### src/rtl/fifo_serializer.sv
// Purpose : drains a FIFO one WL-bit word at a time and sends each word as a serial frame
//           (start bit low, WL data bits LSB first, [even parity], stop bit high).
// Latency : REQ and LOAD take one cycle each, then (WL+2)*BAUD_DIV line cycles per frame,
//           or (WL+3)*BAUD_DIV with parity. The next REQ comes one IDLE cycle after STOP.
// Backpressure: a new word is popped only when tx_en=1 and fifo_empty=0 in IDLE. A frame
//           that has started always runs to completion unless n_rst is asserted.
// Ports   : CLK, n_rst (async active-low), tx_en, fifo_empty, fifo_data[WL-1:0] ->
//           fifo_rd_rq (1-cycle pop pulse), ser_out (idles high), busy (REQ..STOP),
//           word_done (last cycle of STOP).
// Option  : define FIFO_SERIALIZER_PARITY_EN to insert an even-parity bit before STOP.
module fifo_serializer #(
    parameter int WL       = 5,
    parameter int BAUD_DIV = 4
) (
    input  logic          CLK,
    input  logic          n_rst,
    input  logic          tx_en,
    input  logic          fifo_empty,
    input  logic [WL-1:0] fifo_data,
    output logic          fifo_rd_rq,
    output logic          ser_out,
    output logic          busy,
    output logic          word_done
);

    localparam int BW = (BAUD_DIV > 1) ? $clog2(BAUD_DIV) : 1;
    localparam int CW = $clog2(WL + 1);

    localparam logic [BW-1:0] BAUD_LAST = BW'(BAUD_DIV - 1);
    localparam logic [CW-1:0] BIT_LAST  = CW'(WL - 1);

    localparam logic [2:0] S_IDLE  = 3'd0;
    localparam logic [2:0] S_REQ   = 3'd1;
    localparam logic [2:0] S_LOAD  = 3'd2;
    localparam logic [2:0] S_START = 3'd3;
    localparam logic [2:0] S_DATA  = 3'd4;
    localparam logic [2:0] S_STOP  = 3'd6;
`ifdef FIFO_SERIALIZER_PARITY_EN
    localparam logic [2:0] S_PARITY = 3'd5;
    localparam logic [2:0] S_AFTER_DATA = S_PARITY;
`else
    localparam logic [2:0] S_AFTER_DATA = S_STOP;
`endif

    logic [2:0]    state;
    logic [WL-1:0] shift_q;
    logic [BW-1:0] baud_cnt;
    logic [CW-1:0] bit_cnt;
    logic          baud_end;
`ifdef FIFO_SERIALIZER_PARITY_EN
    logic          par_q;
`endif

    assign baud_end = (baud_cnt == BAUD_LAST);

    always_ff @(posedge CLK or negedge n_rst) begin
        if (!n_rst) begin
            state    <= S_IDLE;
            shift_q  <= '0;
            baud_cnt <= '0;
            bit_cnt  <= '0;
`ifdef FIFO_SERIALIZER_PARITY_EN
            par_q    <= 1'b0;
`endif
        end else begin
            case (state)
                S_IDLE: begin
                    if (tx_en && !fifo_empty) begin
                        state <= S_REQ;
                    end
                end
                S_REQ: begin
                    state <= S_LOAD;
                end
                S_LOAD: begin
                    // fifo_data is valid here, one cycle after the read request
                    shift_q  <= fifo_data;
                    baud_cnt <= '0;
                    bit_cnt  <= '0;
`ifdef FIFO_SERIALIZER_PARITY_EN
                    par_q    <= ^fifo_data;
`endif
                    state    <= S_START;
                end
                S_START: begin
                    if (baud_end) begin
                        baud_cnt <= '0;
                        state    <= S_DATA;
                    end else begin
                        baud_cnt <= baud_cnt + 1'b1;
                    end
                end
                S_DATA: begin
                    if (baud_end) begin
                        baud_cnt <= '0;
                        shift_q  <= shift_q >> 1;
                        bit_cnt  <= bit_cnt + 1'b1;
                        if (bit_cnt == BIT_LAST) begin
                            state <= S_AFTER_DATA;
                        end
                    end else begin
                        baud_cnt <= baud_cnt + 1'b1;
                    end
                end
`ifdef FIFO_SERIALIZER_PARITY_EN
                S_PARITY: begin
                    if (baud_end) begin
                        baud_cnt <= '0;
                        state    <= S_STOP;
                    end else begin
                        baud_cnt <= baud_cnt + 1'b1;
                    end
                end
`endif
                S_STOP: begin
                    if (baud_end) begin
                        baud_cnt <= '0;
                        state    <= S_IDLE;
                    end else begin
                        baud_cnt <= baud_cnt + 1'b1;
                    end
                end
                default: begin
                    state <= S_IDLE;
                end
            endcase
        end
    end

    // Outputs decode registered state only, so reset forces them immediately.
    always_comb begin
        ser_out    = 1'b1;
        busy       = (state != S_IDLE);
        fifo_rd_rq = (state == S_REQ);
        word_done  = (state == S_STOP) && baud_end;
        case (state)
            S_START: ser_out = 1'b0;
            S_DATA:  ser_out = shift_q[0];
`ifdef FIFO_SERIALIZER_PARITY_EN
            S_PARITY: ser_out = par_q;
`endif
            default: ser_out = 1'b1;
        endcase
    end

endmodule

### config.mk
export PLATFORM = sky130hd
export DESIGN_NAME = fifo_serializer
export DESIGN_NICKNAME = d
export VERILOG_FILES = /design/src/rtl/fifo_serializer.sv
export SDC_FILE = /design/constraint.sdc
export NUM_CORES = 1
export LEC_CHECK = 0
export ABC_CLOCK_PERIOD_IN_PS = 1670
export BUFFER_PORTS_ARGS = -buffer_cell sky130_fd_sc_hd__buf_4
export CAP_MARGIN = 10
export CORE_ASPECT_RATIO = 1.1
export CORE_MARGIN = 4
export CORE_UTILIZATION = 45
export CTS_CLUSTER_SIZE = 20
export DETAILED_ROUTE_END_ITERATION = 6
export PLACE_DENSITY = 0.74
export RECOVER_POWER = 50
export SYNTH_ARGS = -nofsm -noshare
export SYNTH_HDL_FRONTEND = slang
export SYNTH_SLANG_ARGS = --single-unit
### constraint.sdc
create_clock -name CLK -period 1.67 [get_ports CLK]
set_input_delay 0.167 -clock CLK [delete_from_list [all_inputs] [get_ports CLK]]
set_output_delay 0.167 -clock CLK [all_outputs]
set_load 0.05 [all_outputs]
==> run_results.csv, run 1 <==
group,metric,value,unit
placement,place.port_buffers,12,
synth,ys_types,30,
detailed_routing,avgViaCountPerCell,5.81,
synth,synth_top_area_cell,"dfrtp_1",
critical_path,cp_slowest_cell,"dfrtp_1",
floorplan,dieWidth,47.4,um
sta,hold_ws,0.187,ns
critical_path,crit_required,1.50,ns
detailed_routing,vias,651,
synth,synth_area,769,um2
floorplan,core_area,1600,um2
layout,num-fill-cells,131,
placement,dp_hpwl,1300,um
synth,synthTopCellsByArea,"dfrtp_1 (42%), mux2i_1 (5.2%), o21ai_1 (5.2%)",
global_route,grt_pass1_wl,2670,um
sta,final.setup.tns,0,ns
sta,fin_worst_skew,0.00281,ns
global_route,grt_max_degree,14,
detailed_routing,route.detailed.drc,0,
power,p_leak,0.433,nW
synth,yosysWarnings,0,
sta,fin_crit_sh,98.0,%
synth,synth_cells,74,
power,ir_drop,1020,uV
placement,place_congestion,0.821,
layout,nNetsFinal,108,
clocking,root_buffer,"clkbuf_4",
detailed_routing,drt-initial-drc-count,18,
global_route,track_usage,15.9,%
critical_path,critical_path.top_delay_family,"flip-flops",
critical_path,worst-path-buf-inv,2,
floorplan,rows,15,
critical_path,cp_cell_sequence,"ha_1 -> buf_4 -> and4_1 -> buf_4",
detailed_routing,drtPass1Iterations,4,
synth,syn_area_per_cell,10.4,um2
critical_path,worst_setup_path_start_kind,"register",
sta,slew_headroom,52.7,%
synth,syn_nets,86,
synth,netlist.area_leader.share,42.3,%
detailed_routing,wl_per_cell,15.5,um
critical_path,end_kind,"output port",
synth,ys_seq_area_share,42.3,%
power,power.density,1640,nW/um2
synth,ys_ff_latch,13,
clocking,clock-sinks,13,
clocking,cts_max_level,1,
floorplan,boundaryPins,13,
outcome,status,"completed",
sta,finalMaxSlewViolations,0,
layout,antenna_cells,0,
critical_path,max_stage_delay,0.41,ns
detailed_routing,wl,1740,um
clocking,clkLatencyLatePin,0.28,ns
min_path,hp-class,"input pin to register",
global_route,antenna_found_initial,0,
clocking,numCtsBuffers,3,
sta,max_freq,611,MHz
sta,tightestPinTransition,0.709,ns
global_route,grt_pass1_vias,658,
floorplan,initial_core_util,48.2,%
clocking,clock_path_buffers,2,
sta,hold_violations,0,
job,drv_cap,0,
floorplan,die-area,2440,um2
layout,drive_above_1_share,31.6,%
critical_path,crit_fanout,9,
detailed_routing,drtAntennaViolNets,0,
clocking,clkTransAtPathRegs,0.08,ns
layout,area_growth,25.7,%
global_route,grt-ovfl-total,0,
layout,finalCoreUtilization,60.6,%
sta,finalSetupViolations,0,
floorplan,die_h,51.4,um
clocking,tritoncts,"built",
critical_path,worst-setup-path-type,"register to output port",
critical_path,cp.arrival,1.47,ns
critical_path,critical_path.most_common_cell,"buf_4",
sta,fin_crit,1.64,ns
[sequential cells by signal, indices dropped and copies added, names as in the netlist]
register,cells
baud_cnt,2
state,3
bit_cnt,3
shift_q,5
[worst paths after layout]
check / start / end / slack, ns / cells past startpoint
min: fifo_data[0] / shift_q[0] / 0.19 / 3
max reg2reg: state[1] / shift_q[2] / 0.09 / 4
max: baud_cnt[0] / word_done / 0.03 / 4
min in group asynchronous: n_rst / shift_q[2] / 0.44 / 2
max in group asynchronous: n_rst / state[1] / 0.73 / 2
min reg2reg: shift_q[1] / shift_q[1] / 0.51 / 1
[per-stage QoR]
stage | total power [mW] | instances | cell area [um2] | worst slack (ns)
after global routing | 1.68 | 112 | 967 | -0.0000258
after detailed placement | 1.35 | 104 | 903 | 0.103
after CTS | 1.55 | 110 | 948 | 0.0231
after floorplan | 1.12 | 74 | 774 | 0.0435
final | 1.59 | 112 | 967 | 0.0335
after global placement | 1.32 | 104 | 903 | 0.166
[worst reg2reg max path: cells and delay by family (launching register included)]
kind,cells,cell delay [ns]
flops,1,0.47
simple gates,1,0.24
buf+inv,1,0.16
mux,2,0.60
[per-layer routing]
| layer | share of wire [%] | track usage [%] |
|---|---|---|
| met5 | 0 | 0 |
| met4 | 2.5 | 9.68 |
| met3 | 4.1 | 2.11 |
| met2 | 53 | 27.5 |
| met1 | 40 | 17.2 |
[synth_stat cells, drive strengths merged]
cell,number
dfrtp,13
o21ai,8
mux2,6
inv,5
buf,4
mux2i,4
a21oi,3
a22oi,3
ha,3
nand2,3
a31oi,2
nand2b,2
nand3,2
nor2,2
nor2b,2
a221o,1
a22o,1
and2b,1
and4,1
nand3b,1
nor3,1
nor3b,1
nor4,1
nor4bb,1
o2bb2ai,1
o31ai,1
or3,1
[cells in the final DEF, fill, tap and decap left out, drive strengths merged, types with 2 or more instances in the layout]
cell type / n
a21oi: 3
clkbuf: 5
mux2: 6
a31oi: 2
inv: 5
buf: 19
ha: 3
mux2i: 4
nor2b: 2
a22oi: 3
nor2: 2
o21ai: 8
nand2: 3
dfrtp: 13
nand2b: 2
nand3: 2
[cell families after synthesis]
group	synth area share, %
AO/OA/AOI/OAI	17.7
AND/OR/NAND/NOR	16.1
flip-flops	42.3
multiplexers	14.0
buffers and inverters	5.04
adder cells (fa/ha/maj)	4.88
[what timing repair did]
action	4_1_cts	5_1_grt
pin swaps	1	0
hold buffers	1	0
setup buffers	1	2
setup endpoints to repair	2	2
resized for setup	1	2
endpoints found under the hold margin	13	0
[power breakdown]
part	total [mW]	switching (mW)	internal, mW
clock network	0.194	0.102	0.0927
registers	0.554	0.109	0.445
logic	0.839	0.469	0.369
[cell type report]
class | instances | area [um2] | area share (%)
Clock buffer | 4 | 26.3 | 2.72
Inverter | 5 | 18.8 | 1.94
Timing Repair Buffer | 21 | 164 | 16.9
Tap cell | 17 | 21.3 | 2.20
Sequential cell | 13 | 327 | 33.8
Multi-Input combinational cell | 52 | 410 | 42.4
Note: power is estimated with default switching activity, not from simulation.
==> run 2: changes to the inputs <==
CORE_UTILIZATION = 48   (was 45)
PLACE_DENSITY = 0.78   (was 0.74)
==> run 2 against run 1 <==
Net effect: clock power about the same; routed wire length decreased by 8.0%; combinational power decreased by 5.0%; critical path depth decreased by 1; power decreased by 2.2%; worst hold slack got worse by 0.0055 ns; global-route usage increased by 0.074 points; first-iteration DRC count decreased by 44%; flip-flop and latch count unchanged; largest power group unchanged.
==> run_results.csv, run 2 (same netlist as run 1, synthesis figures left out) <==
group,metric,value,unit
outcome,status,"completed",
power,p_leak,0.427,nW
layout,reg.largest.list,"shift_q: 5 flops, bit_cnt: 3 flops, state: 3 flops",
global_route,grt_max_degree,14,
detailed_routing,drtPass1Iterations,4,
min_path,min_to,"shift_q[0]",
detailed_routing,route.detailed.drc,0,
critical_path,worstReg2RegStart,"state[1]",
layout,final_area,966,um2
sta,finalMaxSlewViolations,0,
floorplan,core_area,1440,um2
layout,max_flop_register,"shift_q",
floorplan,die_h,50.0,um
critical_path,worst-setup-path-type,"register to output port",
detailed_routing,vias,648,
layout,most-common-layout-cells,"buf_4 (18), dfrtp_1 (11), o21ai_1 (8)",
critical_path,reg2reg_depth,4,
layout,drive_above_1_share,33.7,%
sta,fin_crit,1.62,ns
power,comb_power_share,51.4,%
power,power.density,1610,nW/um2
min_path,hp-class,"input pin to register",
global_route,grt_pass1_vias,631,
floorplan,boundaryPins,13,
global_route,grt-ovfl-total,0,
detailed_routing,drt-initial-drc-count,10,
floorplan,initial_core_util,53.6,%
min_path,hold_start,"fifo_data[0]",
critical_path,crit_fanout,9,
clocking,tritoncts,"built",
critical_path,worst_setup_path_start_kind,"register",
sta,slew_headroom,52.0,%
detailed_routing,wl_per_cell,14.4,um
critical_path,cp.arrival,1.45,ns
critical_path,r2r-end,"shift_q[3]",
placement,dp_hpwl,1220,um
sta,fin_worst_skew,0.00115,ns
critical_path,crit_required,1.50,ns
sta,tightestPinTransition,0.720,ns
critical_path,ff2ff_setup_slack,0.11,ns
layout,nNetsFinal,108,
layout,largest_reg_flops,5,
clocking,clock_path_buffers,2,
clocking,clkTransAtPathRegs,0.08,ns
placement,place_ws,0.102,ns
detailed_routing,avgViaCountPerCell,5.84,
placement,place_congestion,0.794,
critical_path,end_kind,"output port",
power,switching_share,42.1,%
clocking,numCtsBuffers,3,
sta,finalSetupViolations,0,
floorplan,die-area,2310,um2
job,drv_cap,0,
sta,hold_violations,0,
clocking,clkLatencyLatePin,0.27,ns
power,ir_drop,872,uV
global_route,track_usage,15.9,%
floorplan,rows,14,
global_route,grt_pass1_wl,2750,um
layout,area_growth,25.5,%
sta,fin_crit_sh,96.9,%
placement,place_area,902,um2
critical_path,crit_start,"state[1]",
sta,max_freq,618,MHz
power,p_int,0.898,mW
sta,rsz0062_at_grt,"false",
sta,setup_ws,0.0519,ns
clocking,clock-sinks,13,
placement,place.port_buffers,12,
power,p_clk_share,12.6,%
clocking,root_buffer,"clkbuf_4",
power,power_frac_seq,36.0,%
layout,antenna_cells,0,
detailed_routing,drtAntennaViolNets,0,
floorplan,dieWidth,46.2,um
detailed_routing,wl,1600,um
layout,layout_commonest_cell,"buf_4",
power,switchingPower,0.654,mW
sta,final.setup.tns,0,ns
power,finalPower,1.55,mW
min_path,min_path_cells,3,
clocking,cts_max_level,1,
global_route,antenna_found_initial,0,
==> run 2: cell counts in the layout (fill, tap and decap cells not counted) <==
Identical to the previous run, type by type.
==> run 2: what timing repair did <==
item | CTS | global route
resized for setup | 1 | 3
setup endpoints to repair | 2 | 3
hold buffers | 1 | 0
hold endpoints to repair | 13 | 0
pin swaps | 1 | 0
buffers inserted | 1 | 2
==> run 2: cell type report <==
type | instances | area [um2]
Clock buffer | 4 | 26.3
Fill cell | 120 | 470
Inverter | 5 | 18.8
Multi-Input combinational cell | 52 | 413
Sequential cell | 13 | 328
Tap cell | 16 | 20.0
Timing Repair Buffer | 21 | 160
==> run 2: worst max path at each step <==
| stage | depth (start not counted) | slack, ns | end |
|---|---|---|---|
| after floorplan | 2 | 0.04 | ser_out |
| after global placement | 3 | 0.14 | shift_q[2] |
| after detailed placement | 3 | 0.10 | shift_q[3] |
| after CTS | 3 | 0.02 | busy |
| after global routing | 4 | 0.001 | ser_out |
| final | 3 | 0.05 | busy |
==> run 2: power groups by stage <==
stage / sequential (mW) / clock [mW] / combinational, mW
final: 0.558 / 0.196 / 0.797
after global routing: 0.572 / 0.219 / 0.889
after CTS: 0.559 / 0.198 / 0.773
after detailed placement: 0.565 / 0 / 0.765
after global placement: 0.556 / 0 / 0.756
after floorplan: 0.532 / 0 / 0.590
==> run 2: worst max-delay path: stages, from the launching register on <==
cell,delay [ns]
dfrtp_2,0.48
buf_4,0.18
or3_1,0.35
buf_6,0.16
==> run 2: layer usage <==
layer  part of all wire, %  GRT usage (%)  vias to the layer above
li1                      -              -                      319
met1                    44           20.4                      307
met2                    49           26.1                       20
met3                   5.7           3.64                        2
met4                   1.3           4.27                        0
met5                     0              0                        -
==> run 2: metrics by stage <==
step / cells / hold WS (ns) / utilization, %
floorplan: 74 / -0.129 / -
global placement: 103 / 0.0199 / 62.8
detailed placement: 103 / 0.0236 / 62.8
CTS: 109 / 0.187 / 65.9
global route: 111 / 0.201 / 67.2
finish: 111 / 0.182 / 67.2
